--- src/rtl/div_iter_param_pkg.sv ---
// Shared definitions for the iterative divider: state encodings and control constants.
package div_iter_param_pkg;

    typedef enum logic [2:0] {
        ST_IDLE     = 3'd0,
        ST_ZERO     = 3'd1,
        ST_PRESHIFT = 3'd2,
        ST_BUSY     = 3'd3,
        ST_FIX      = 3'd4,
        ST_DONE     = 3'd5
    } div_state_e;

    localparam logic RST_ENABLE    = 1'b1;
    localparam logic DIV_START     = 1'b1;
    localparam logic DIV_STOP      = 1'b0;
    localparam logic DIV_READY     = 1'b1;
    localparam logic DIV_NOT_READY = 1'b0;

endpackage

--- src/rtl/div_lzc.sv ---
// Leading-zero counter; returns DATA_W for an all-zero input.
module div_lzc #(
    parameter int DATA_W = 32,
    parameter int CNT_W  = $clog2(DATA_W) + 1
) (
    input  logic [DATA_W-1:0] data,
    output logic [CNT_W-1:0]  zeros
);

    logic found;

    // Scan from the MSB; the first set bit fixes the count.
    always_comb begin
        zeros = CNT_W'(DATA_W);
        found = 1'b0;
        for (int i = DATA_W - 1; i >= 0; i--) begin
            if (!found && data[i]) begin
                zeros = CNT_W'(DATA_W - 1 - i);
                found = 1'b1;
            end
        end
    end

endmodule

--- src/rtl/div_iter_param.sv ---
// Iterative restoring divider with optional leading-zero early-out.
// Result packed {remainder, quotient} for HI/LO writeback.
//
// state    | meaning
// ---------+-----------------------------------------------------------
// IDLE     | waiting for start_div_i with flush_i low
// ZERO     | divisor was zero; result forced to 0, flag raised
// PRESHIFT | skip leading zero chunks of |dividend| (EARLY_OUT only)
// BUSY     | BITS_PER_CYCLE restoring steps per clock, down-counter
// FIX      | apply signs to quotient and remainder
// DONE     | result valid; held while start_div_i stays high
module div_iter_param
    import div_iter_param_pkg::*;
#(
    parameter int DATA_W         = 32,
    parameter int BITS_PER_CYCLE = 1,
    parameter int EARLY_OUT      = 0
) (
    input  logic                  clk,
    input  logic                  rst,
    input  logic [DATA_W-1:0]     operand_1_i,
    input  logic [DATA_W-1:0]     operand_2_i,
    input  logic                  start_div_i,
    input  logic                  signed_div_i,
    input  logic                  flush_i,
    output logic                  busy_o,
    output logic                  div_ready_o,
    output logic                  div_by_zero_o,
    output logic [2*DATA_W-1:0]   div_out
);

    localparam int ITER   = DATA_W / BITS_PER_CYCLE;
    localparam int CNT_W  = $clog2(ITER + 1);
    localparam int LZC_W  = $clog2(DATA_W) + 1;
    localparam int BPC_SH = $clog2(BITS_PER_CYCLE);

    div_state_e state, state_nxt;
    logic accept;

    logic [DATA_W-1:0]   dvd_q;
    logic [DATA_W-1:0]   dsr_q;
    logic [DATA_W-1:0]   rem_q;
    logic                sign1_q, sign2_q, sgn_q, dbz_q;
    logic [CNT_W-1:0]    cnt_q;
    logic [2*DATA_W-1:0] out_q;

    logic [DATA_W-1:0]   abs1, abs2;
    logic [LZC_W-1:0]    lzc_raw, lzc_rnd;
    logic [DATA_W-1:0]   quo_fix, rem_fix;

    // Operand magnitudes; the divider works on unsigned values throughout.
    assign abs1 = (signed_div_i & operand_1_i[DATA_W-1]) ? -operand_1_i : operand_1_i;
    assign abs2 = (signed_div_i & operand_2_i[DATA_W-1]) ? -operand_2_i : operand_2_i;

    generate
        if (EARLY_OUT != 0) begin : g_lzc
            div_lzc #(.DATA_W(DATA_W), .CNT_W(LZC_W)) u_lzc (
                .data  (dvd_q),
                .zeros (lzc_raw)
            );
        end else begin : g_no_lzc
            assign lzc_raw = '0;
        end
    endgenerate

    // Only whole chunks are skipped so the iteration count stays integral.
    assign lzc_rnd = lzc_raw & ~LZC_W'(BITS_PER_CYCLE - 1);

    // Unrolled restoring steps: quotient bits enter the dividend register from the LSB.
    logic [DATA_W-1:0] rem_c [BITS_PER_CYCLE+1];
    logic [DATA_W-1:0] dvd_c [BITS_PER_CYCLE+1];

    assign rem_c[0] = rem_q;
    assign dvd_c[0] = dvd_q;

    generate
        for (genvar k = 0; k < BITS_PER_CYCLE; k++) begin : g_step
            logic [DATA_W:0]   shifted;
            logic [DATA_W-1:0] trial;
            logic              borrow;
            assign shifted      = {rem_c[k], dvd_c[k][DATA_W-1]};
            assign borrow       = shifted < {1'b0, dsr_q};
            // When no borrow occurs the true difference fits DATA_W bits.
            assign trial        = shifted[DATA_W-1:0] - dsr_q;
            assign rem_c[k+1]   = borrow ? shifted[DATA_W-1:0] : trial;
            assign dvd_c[k+1]   = {dvd_c[k][DATA_W-2:0], ~borrow};
        end
    endgenerate

    // Remainder takes the dividend's sign; quotient negative when signs differ.
    assign quo_fix = (sgn_q & (sign1_q ^ sign2_q)) ? -dvd_q : dvd_q;
    assign rem_fix = (sgn_q & sign1_q) ? -rem_q : rem_q;

    // State register.
    always_ff @(posedge clk) begin
        if (rst == RST_ENABLE) state <= ST_IDLE;
        else                   state <= state_nxt;
    end

    // Next-state decode and status outputs.
    always_comb begin
        state_nxt   = state;
        accept      = 1'b0;
        busy_o      = 1'b0;
        div_ready_o = DIV_NOT_READY;
        case (state)
            ST_IDLE: begin
                if (start_div_i == DIV_START && !flush_i) begin
                    accept = 1'b1;
                    if (operand_2_i == '0)  state_nxt = ST_ZERO;
                    else if (EARLY_OUT != 0) state_nxt = ST_PRESHIFT;
                    else                     state_nxt = ST_BUSY;
                end
            end
            ST_ZERO: begin
                busy_o    = 1'b1;
                state_nxt = ST_DONE;
            end
            ST_PRESHIFT: begin
                busy_o    = 1'b1;
                state_nxt = (dvd_q == '0) ? ST_FIX : ST_BUSY;
            end
            ST_BUSY: begin
                busy_o = 1'b1;
                if (cnt_q == '0) state_nxt = ST_FIX;
            end
            ST_FIX: begin
                busy_o    = 1'b1;
                state_nxt = ST_DONE;
            end
            ST_DONE: begin
                div_ready_o = DIV_READY;
                if (start_div_i == DIV_STOP) state_nxt = ST_IDLE;
            end
            default: state_nxt = ST_IDLE;
        endcase
        if (flush_i && state != ST_IDLE) state_nxt = ST_IDLE;
    end

    assign div_by_zero_o = div_ready_o & dbz_q;
    assign div_out       = out_q;

    // Datapath: operand latch, pre-shift, iteration, sign fix-up and result hold.
    always_ff @(posedge clk) begin
        if (rst == RST_ENABLE) begin
            dvd_q   <= '0;
            dsr_q   <= '0;
            rem_q   <= '0;
            sign1_q <= 1'b0;
            sign2_q <= 1'b0;
            sgn_q   <= 1'b0;
            dbz_q   <= 1'b0;
            cnt_q   <= '0;
            out_q   <= '0;
        end else if (flush_i && state != ST_IDLE) begin
            dbz_q <= 1'b0;
            cnt_q <= '0;
            out_q <= '0;
        end else begin
            case (state)
                ST_IDLE: begin
                    if (accept) begin
                        dvd_q   <= abs1;
                        dsr_q   <= abs2;
                        rem_q   <= '0;
                        sign1_q <= signed_div_i & operand_1_i[DATA_W-1];
                        sign2_q <= signed_div_i & operand_2_i[DATA_W-1];
                        sgn_q   <= signed_div_i;
                        dbz_q   <= (operand_2_i == '0);
                        cnt_q   <= CNT_W'(ITER - 1);
                        out_q   <= '0;
                    end
                end
                ST_ZERO: begin
                    out_q <= '0;
                end
                ST_PRESHIFT: begin
                    dvd_q <= dvd_q << lzc_rnd;
                    cnt_q <= CNT_W'(ITER - 1) - CNT_W'(lzc_rnd >> BPC_SH);
                end
                ST_BUSY: begin
                    dvd_q <= dvd_c[BITS_PER_CYCLE];
                    rem_q <= rem_c[BITS_PER_CYCLE];
                    if (cnt_q != '0) cnt_q <= cnt_q - 1'b1;
                end
                ST_FIX: begin
                    out_q <= {rem_fix, quo_fix};
                end
                ST_DONE: begin
                    if (start_div_i == DIV_STOP) begin
                        out_q <= '0;
                        dbz_q <= 1'b0;
                    end
                end
                default: begin
                    out_q <= '0;
                end
            endcase
        end
    end

endmodule
--- config.mk ---
export PLATFORM = sky130hd
export DESIGN_NAME = div_iter_param
export DESIGN_NICKNAME = d
export VERILOG_FILES = /design/src/rtl/div_iter_param_pkg.sv /design/src/rtl/div_lzc.sv /design/src/rtl/div_iter_param.sv
export SDC_FILE = /design/constraint.sdc
export NUM_CORES = 1
export LEC_CHECK = 0
export BUFFER_PORTS_ARGS = -buffer_cell sky130_fd_sc_hd__buf_2
export CAP_MARGIN = 30
export CORE_AREA = 2 2 133 135
export CTS_BUF_LIST = sky130_fd_sc_hd__clkbuf_8
export DETAILED_ROUTE_END_ITERATION = 12
export DIE_AREA = 0 0 135 137
export HOLD_SLACK_MARGIN = 0.03
export PLACE_DENSITY = 0.87
export SLEW_MARGIN = 15
export SYNTH_ARGS = -nofsm -noshare
export SYNTH_HDL_FRONTEND = slang
export SYNTH_SLANG_ARGS = --single-unit
--- constraint.sdc ---
create_clock -name clk -period 5.6 [get_ports clk]
set_input_delay 1.12 -clock clk [delete_from_list [all_inputs] [get_ports clk]]
set_output_delay 1.12 -clock clk [all_outputs]
set_load 0.03 [all_outputs]
# ---- Word-level counts from Yosys, hierarchy flattened
# Cells that the tools add are included.
dict set report word_totals {
  ff_bits 173
  in_bits 69
  rom_bits 0
  elab_cells 86
  mem_count 0
  latchBits 0
  mem_bits_rw 0
}
dict set report op_classes {
  magnitude_cmp 1
  bitwise_logic 9
  add_sub_neg 6
  muxes 28
  n_mul 0
  n_shift 0
  n_eq_ne 10
  n_div 0
  reduce_logical 22
}
# op n
set op_table {}
lappend op_table {{$pmux W64 S4} 1}
lappend op_table {{$mux W32} 7}
lappend op_table {{$mux W64} 2}
lappend op_table {{$neg A32 Y32} 4}
lappend op_table {{$pmux W32 S2} 2}
lappend op_table {{$logic_not A32 Y1} 2}
lappend op_table {{$lt A33 B32 Y1} 1}
lappend op_table {{$sub A32 B32 Y32} 1}
lappend op_table {{$pmux W6 S3} 1}
lappend op_table {{$reduce_and A3 Y1} 6}
lappend op_table {{$pmux W3 S5} 1}
lappend op_table {{$mux W3} 4}
lappend op_table {{$mux W6} 2}
lappend op_table {{$ne A2 B2 Y1 const B} 5}
lappend op_table {{$eq A3 B2 Y1 const B} 2}
lappend op_table {{$eq A3 B3 Y1 const B} 2}
lappend op_table {{$logic_not A6 Y1} 1}
lappend op_table {{$mux W1} 6}
lappend op_table {{$reduce_bool A3 Y1} 2}
lappend op_table {{$reduce_bool A6 Y1} 1}
lappend op_table {{$reduce_or A2 Y1} 3}
lappend op_table {{$sub A6 B1 Y6 const B} 1}
lappend op_table {{$and A1 B1 Y1} 5}
lappend op_table {{$reduce_bool A2 Y1} 2}
lappend op_table {{other kinds (9)} 12}

# ---- Longest topological paths before layout
dict set report logic_depth {
  ltp_word 6
  mapped_depth 13
}

# ---- Worst setup path after synthesis
# Ideal clock, no wire load.
dict set report synth_path {
  kind {input to register}
  startpoint {in operand_1_i[8]}
  endpoint {reg dvd_q[30]}
  setup_ns 0.132
  stages 10
  arrival_time_ns 3.571
  slack_ns 1.897
  n_path_buf 1
  t_required_ns 5.468
  cell_sequence {or3_4 -> or4_4 -> or3_1 -> or4_1 -> buf_2 -> o41ai_4 -> o21ai_1 -> xor2_1 -> o21ai_1 -> a21oi_1}
}
dict set report synth_via {
  elab_chain_len 4
}
# item line
set synth_rtl {}
lappend synth_rtl {{start, declared} div_iter_param.sv:21} ;# input logic [DATA_W-1:0] operand_1_i,
lappend synth_rtl {{$neg A32 Y32} div_iter_param.sv:52} ;# assign abs1 = (signed_div_i & operand_1_i[DATA_W-1]) ? -operand_1_i : operand_1_i;
lappend synth_rtl {{$mux W32} div_iter_param.sv:52}
lappend synth_rtl {{$mux W32} div_iter_param.sv:162} ;# if (accept) begin
lappend synth_rtl {{$pmux W32 S2} div_iter_param.sv:160} ;# case (state)
lappend synth_rtl {{end signal, assigned} div_iter_param.sv:163} ;# dvd_q <= abs1;
lappend synth_rtl {{end signal, assigned} div_iter_param.sv:178} ;# dvd_q <= dvd_q << lzc_rnd;
lappend synth_rtl {{end signal, assigned} div_iter_param.sv:182} ;# dvd_q <= dvd_c[BITS_PER_CYCLE];
lappend synth_rtl {{end, declared} div_iter_param.sv:40} ;# logic [DATA_W-1:0] dvd_q;
# No other way between the ends. The select of a mux whose other input is x is not followed.
# A chain may end at the register's enable or synchronous reset.

# ---- Worst setup path in the final report
dict set report layout_path {
  startpoint {reg dsr_q[1]}
  endpoint {reg rem_q[28]}
}
dict set report layout_via {
  elab_chain_len 3
  elab_cells_between_ends 4
}
# item line
set layout_rtl {}
lappend layout_rtl {{start, declared} div_iter_param.sv:41} ;# logic [DATA_W-1:0] dsr_q;
lappend layout_rtl {{start signal, assigned} div_iter_param.sv:164} ;# dsr_q <= abs2;
lappend layout_rtl {{$sub A32 B32 Y32 / $lt A33 B32 Y1 (equally long branches)} {div_iter_param.sv:84, div_iter_param.sv:82}}
lappend layout_rtl {{$mux W32 *} div_iter_param.sv:85} ;# assign rem_c[k+1] = borrow ? shifted[DATA_W-1:0] : trial;
lappend layout_rtl {{$pmux W32 S2 *} div_iter_param.sv:160}
lappend layout_rtl {{end signal, assigned} div_iter_param.sv:183} ;# rem_q <= rem_c[BITS_PER_CYCLE];
lappend layout_rtl {{end, declared} div_iter_param.sv:42} ;# logic [DATA_W-1:0] rem_q;
# Every way passes the cells marked *; elsewhere a longest branch is shown, timed or not.

==> impl_metrics.csv <==
group,metric,value,unit
yosys,synth_seq_cells,173,
grt,grt-ovfl-total,0,
yosys,synth_area,10860,um2
grt,grt_max_degree,56,
clock_tree,cts.sinks,173,
setup_path,worstRegToRegCells,11,
detailed_routing,via_per_inst,6.242,
min_path,min_to,"sign2_q$_SDFFE_PP0P_",
power,total_leakage_power,0.004933,uW
yosys,ys_warn_count,0,
detailed_routing,drt.antenna.violating_nets,0,
die,core,17060,um2
die,die_y,137,um
detailed_routing,drc,0,
power,vdd_drop_max,0.4484,mV
setup_path,worstSetupPathType,"register to register",
grt,grt_pass1_wl,48.71,mm
setup_path,path_delay_family,"compound AO/OA/AOI/OAI gates",
power,p_per_area,336.9,nW/um2
finish,area_growth_syn_to_layout,10.97,%
grt,grtUsageMet2,52.48,%
detailed_routing,finalWirelength,30.04,mm
yosys,synth_ff_type,"dfxtp_1",
setup_path,crit_chain,"inv_1 > ha_1 > nor2b_1 > o31a_1 > o311ai_0 > a21oi_1 > o211ai_1 > a31o_2 > a31oi_4 > buf_4 > a221o_1",
setup_path,cp-end-kind,"register",
timing,rsz0062_at_grt,"no",
setup_path,path_max_fanout,22,
detailed_routing,vias,10790,
clock_tree,cts_buffers,17,
timing,finalCritPeriodShare,67.19,%
clock_tree,cts_max_path_buffers,2,
grt,grt.busiest_layer,"met2",
yosys,synthAdderAreaFrac,4.564,%
grt,grt_pass1_vias,9853,
placed_design,hpwl,22.35,mm
finish,antennaDiodeCount,0,
finish,final_util,70.64,%
setup_path,cp_slowest_cell,"o311ai_0",
setup_path,startpoint_type,"register",
clock_tree,cts_resized,0,
run,cap_violations,0,
yosys,synth_edf_count,0,
clock_tree,h-tree-depth,4,
clock_tree,cts_root_buffer,"clkbuf_8",
setup_path,rrSetupSlack,1840,ps
timing,whs,479.1,ps
timing,fin_crit,3763,ps
clock_tree,path_clk_slew,100,ps
grt,gr-usage-met3,5.741,%
yosys,avgSynthCellArea,7.678,um2
timing,finalSetupViolCount,0,
die,num_rows,48,
die,die-area,18500,um2
setup_path,required,5970,ps
finish,nNetsFinal,1598,
yosys,seq_area_frac_synth,31.90,%
detailed_routing,dr.first_iter.drc_count,1261,
setup_path,cp_slowest_stage_delay,560,ps
yosys,syn_inst,1414,
die,io_pins,136,
min_path,min_path_type,"register to register",
finish,drive_gt1_share,13.24,%
setup_path,cp_num_buf_inv,2,
setup_path,cp.arrival,4140,ps
timing,hold_violations,0,
setup_path,r2r_end,"rem_q[28]$_SDFFE_PP0P_",
grt,met1_usage,45.33,%
clock_tree,cts_tree,"yes",
detailed_routing,drtPass1Iterations,6,
die,initial_utilization,63.65,%
yosys,syn_nets,1522,
timing,tightest_slew,896.0,ps
yosys,ys_types,62,
run_status,outcome,"finished clean",
clock_tree,cts-hold-fix-buffers,0,
detailed_routing,wl_per_cell,17.38,um
placed_design,routabilityCongestion,0.9812,
placed_design,numPortBuffers,135,
min_path,holdPathStages,2,
yosys,synth-simple-area-share,20.01,%
grt,antenna_found_initial,0,
yosys,synthMuxAreaShare,2.593,%
timing,fin_skew,16.52,ps
grt,grt_usage,32.63,%
timing,slew_viol_final,0,
timing,tns,0,ps
timing,relSlewSlack,39.72,%
clock_tree,clk_latency,480,ps
min_path,hold_start,"sign2_q$_SDFFE_PP0P_",
power,power,4059,uW
yosys,synth_top_family_by_area,"compound AO/OA/AOI/OAI gates",
die,dieWidth,135,um
yosys,synth-xor-area-share,10.97,%
clock_tree,post_cts_buffers,0,
yosys,synth_compound_area_share,24.88,%
setup_path,regToRegStartpoint,"dsr_q[1]$_SDFFE_PP0P_",
timing,max_freq,265.8,MHz
yosys,async_flop_share,0,%
-- flip-flops by register name, indices dropped and copies added (netlist names) --
signal / count
cnt_q: 6
dbz_q: 1
div_out: 64
dsr_q: 32
dvd_q: 32
rem_q: 32
sgn_q: 1
sign1_q: 1
sign2_q: 1
state: 3
-- cell usage after synthesis, drive strengths merged, types with 27 or more instances --
library cell,instances,area [um2]
o21ai,77,385.4
a21oi,137,685.7
a22oi,41,307.8
nor3,29,145.1
clkbuf,87,326.6
dfxtp,173,3463
nand2,131,491.7
mux2i,27,270.3
nor2,186,698.2
xnor2,60,525.5
inv,53,198.9
a211oi,34,255.2
xor2,76,665.6
ha,38,475.5
-- worst max path at each step --
| stage | from | end | slack (ps) | depth (start not counted) |
|---|---|---|---|---|
| CTS | dsr_q[1]$_SDFFE_PP0P_ | rem_q[13]$_SDFFE_PP0P_ | 1860 | 12 |
| floorplan | operand_1_i[8] | dvd_q[30]$_SDFFE_PP0P_ | 1900 | 10 |
| global route | rem_q[6]$_SDFFE_PP0P_ | rem_q[13]$_SDFFE_PP0P_ | 1610 | 11 |
| detailed placement | operand_1_i[8] | dvd_q[30]$_SDFFE_PP0P_ | 1610 | 10 |
| finish | dsr_q[1]$_SDFFE_PP0P_ | rem_q[28]$_SDFFE_PP0P_ | 1840 | 11 |
| global placement | operand_1_i[8] | dvd_q[30]$_SDFFE_PP0P_ | 1650 | 10 |
-- metrics by stage --
step | instances | setup slack (ps) | cell area [um2]
2_1_floorplan | 1414 | 1897 | 10860
3_3_place_gp | 1694 | 1646 | 11610
3_5_place_dp | 1695 | 1609 | 11620
4_1_cts | 1727 | 1864 | 12030
5_1_grt | 1728 | 1608 | 12050
6_report | 1728 | 1837 | 12050
-- routing by layer --
layer  up-vias  share of wire [%]
met5         -                  0
met4         0                1.6
met3        43                9.1
met2       499                 46
met1      5053                 44
li1       5192                  -
-- tightest hold or removal path: stages (launching register included) --
cell     delay (ps)
dfxtp_1         330
nand2_1          60
a21oi_1          50
-- final cells by class --
type / count / area, um2
clock buffers: 17 / 234.0
clock inverters: 15 / 180.2
fillers: 1393 / 5009
inverters: 53 / 198.9
multi-input cells: 1095 / 6890
flip-flops and latches: 173 / 3463
well taps: 225 / 281.5
repair buffers: 150 / 799.5
-- power by group --
group          switching [uW]  internal, uW  total [uW]
registers                 163          1350        1520
clock network             515           413         928
logic                    1040           577        1620
-- cell families (layout without fill, tap and decap cells) --
family / after synthesis / after routing
xor gates and xnor gates: 136 / 136
muxes: 28 / 28
AOI/OAI and AO/OA: 418 / 418
DFF: 173 / 173
buffers and inverters: 146 / 235
and+or+nand+nor: 474 / 474
adders and majority gates: 39 / 39
-- placed cells by master, fill, tap and decap left out, types with 6 or more instances in the layout --
cell type  Yosys  routed
nand4_1        7       7
or4_1         14      14
or3_1         18      18
nor3_1        29      28
a31oi_1       14      13
nor2b_1       11      11
and2_1        10      10
o21ai_0       75      75
o31ai_1       22      22
a211oi_1      34      33
mux2i_1       27      27
nor2_1       186     185
nand2_1      131     131
nand2b_1      11      10
nand3_1       12      12
dfxtp_1      173     173
xor2_1        76      76
a22oi_1       41      41
buf_4          0      13
ha_1          38      38
o211ai_1       6       6
inv_1         53      54
a22o_1        20      20
xnor2_1       60      60
o21a_1         6       6
buf_2          3     135
a21oi_1      137     137
a221oi_1       7       7
nor4_1        21      21
o41ai_1        8       8
clkbuf_8       0      17
and3_1         6       6
Note: power is estimated with default switching activity, not from simulation.
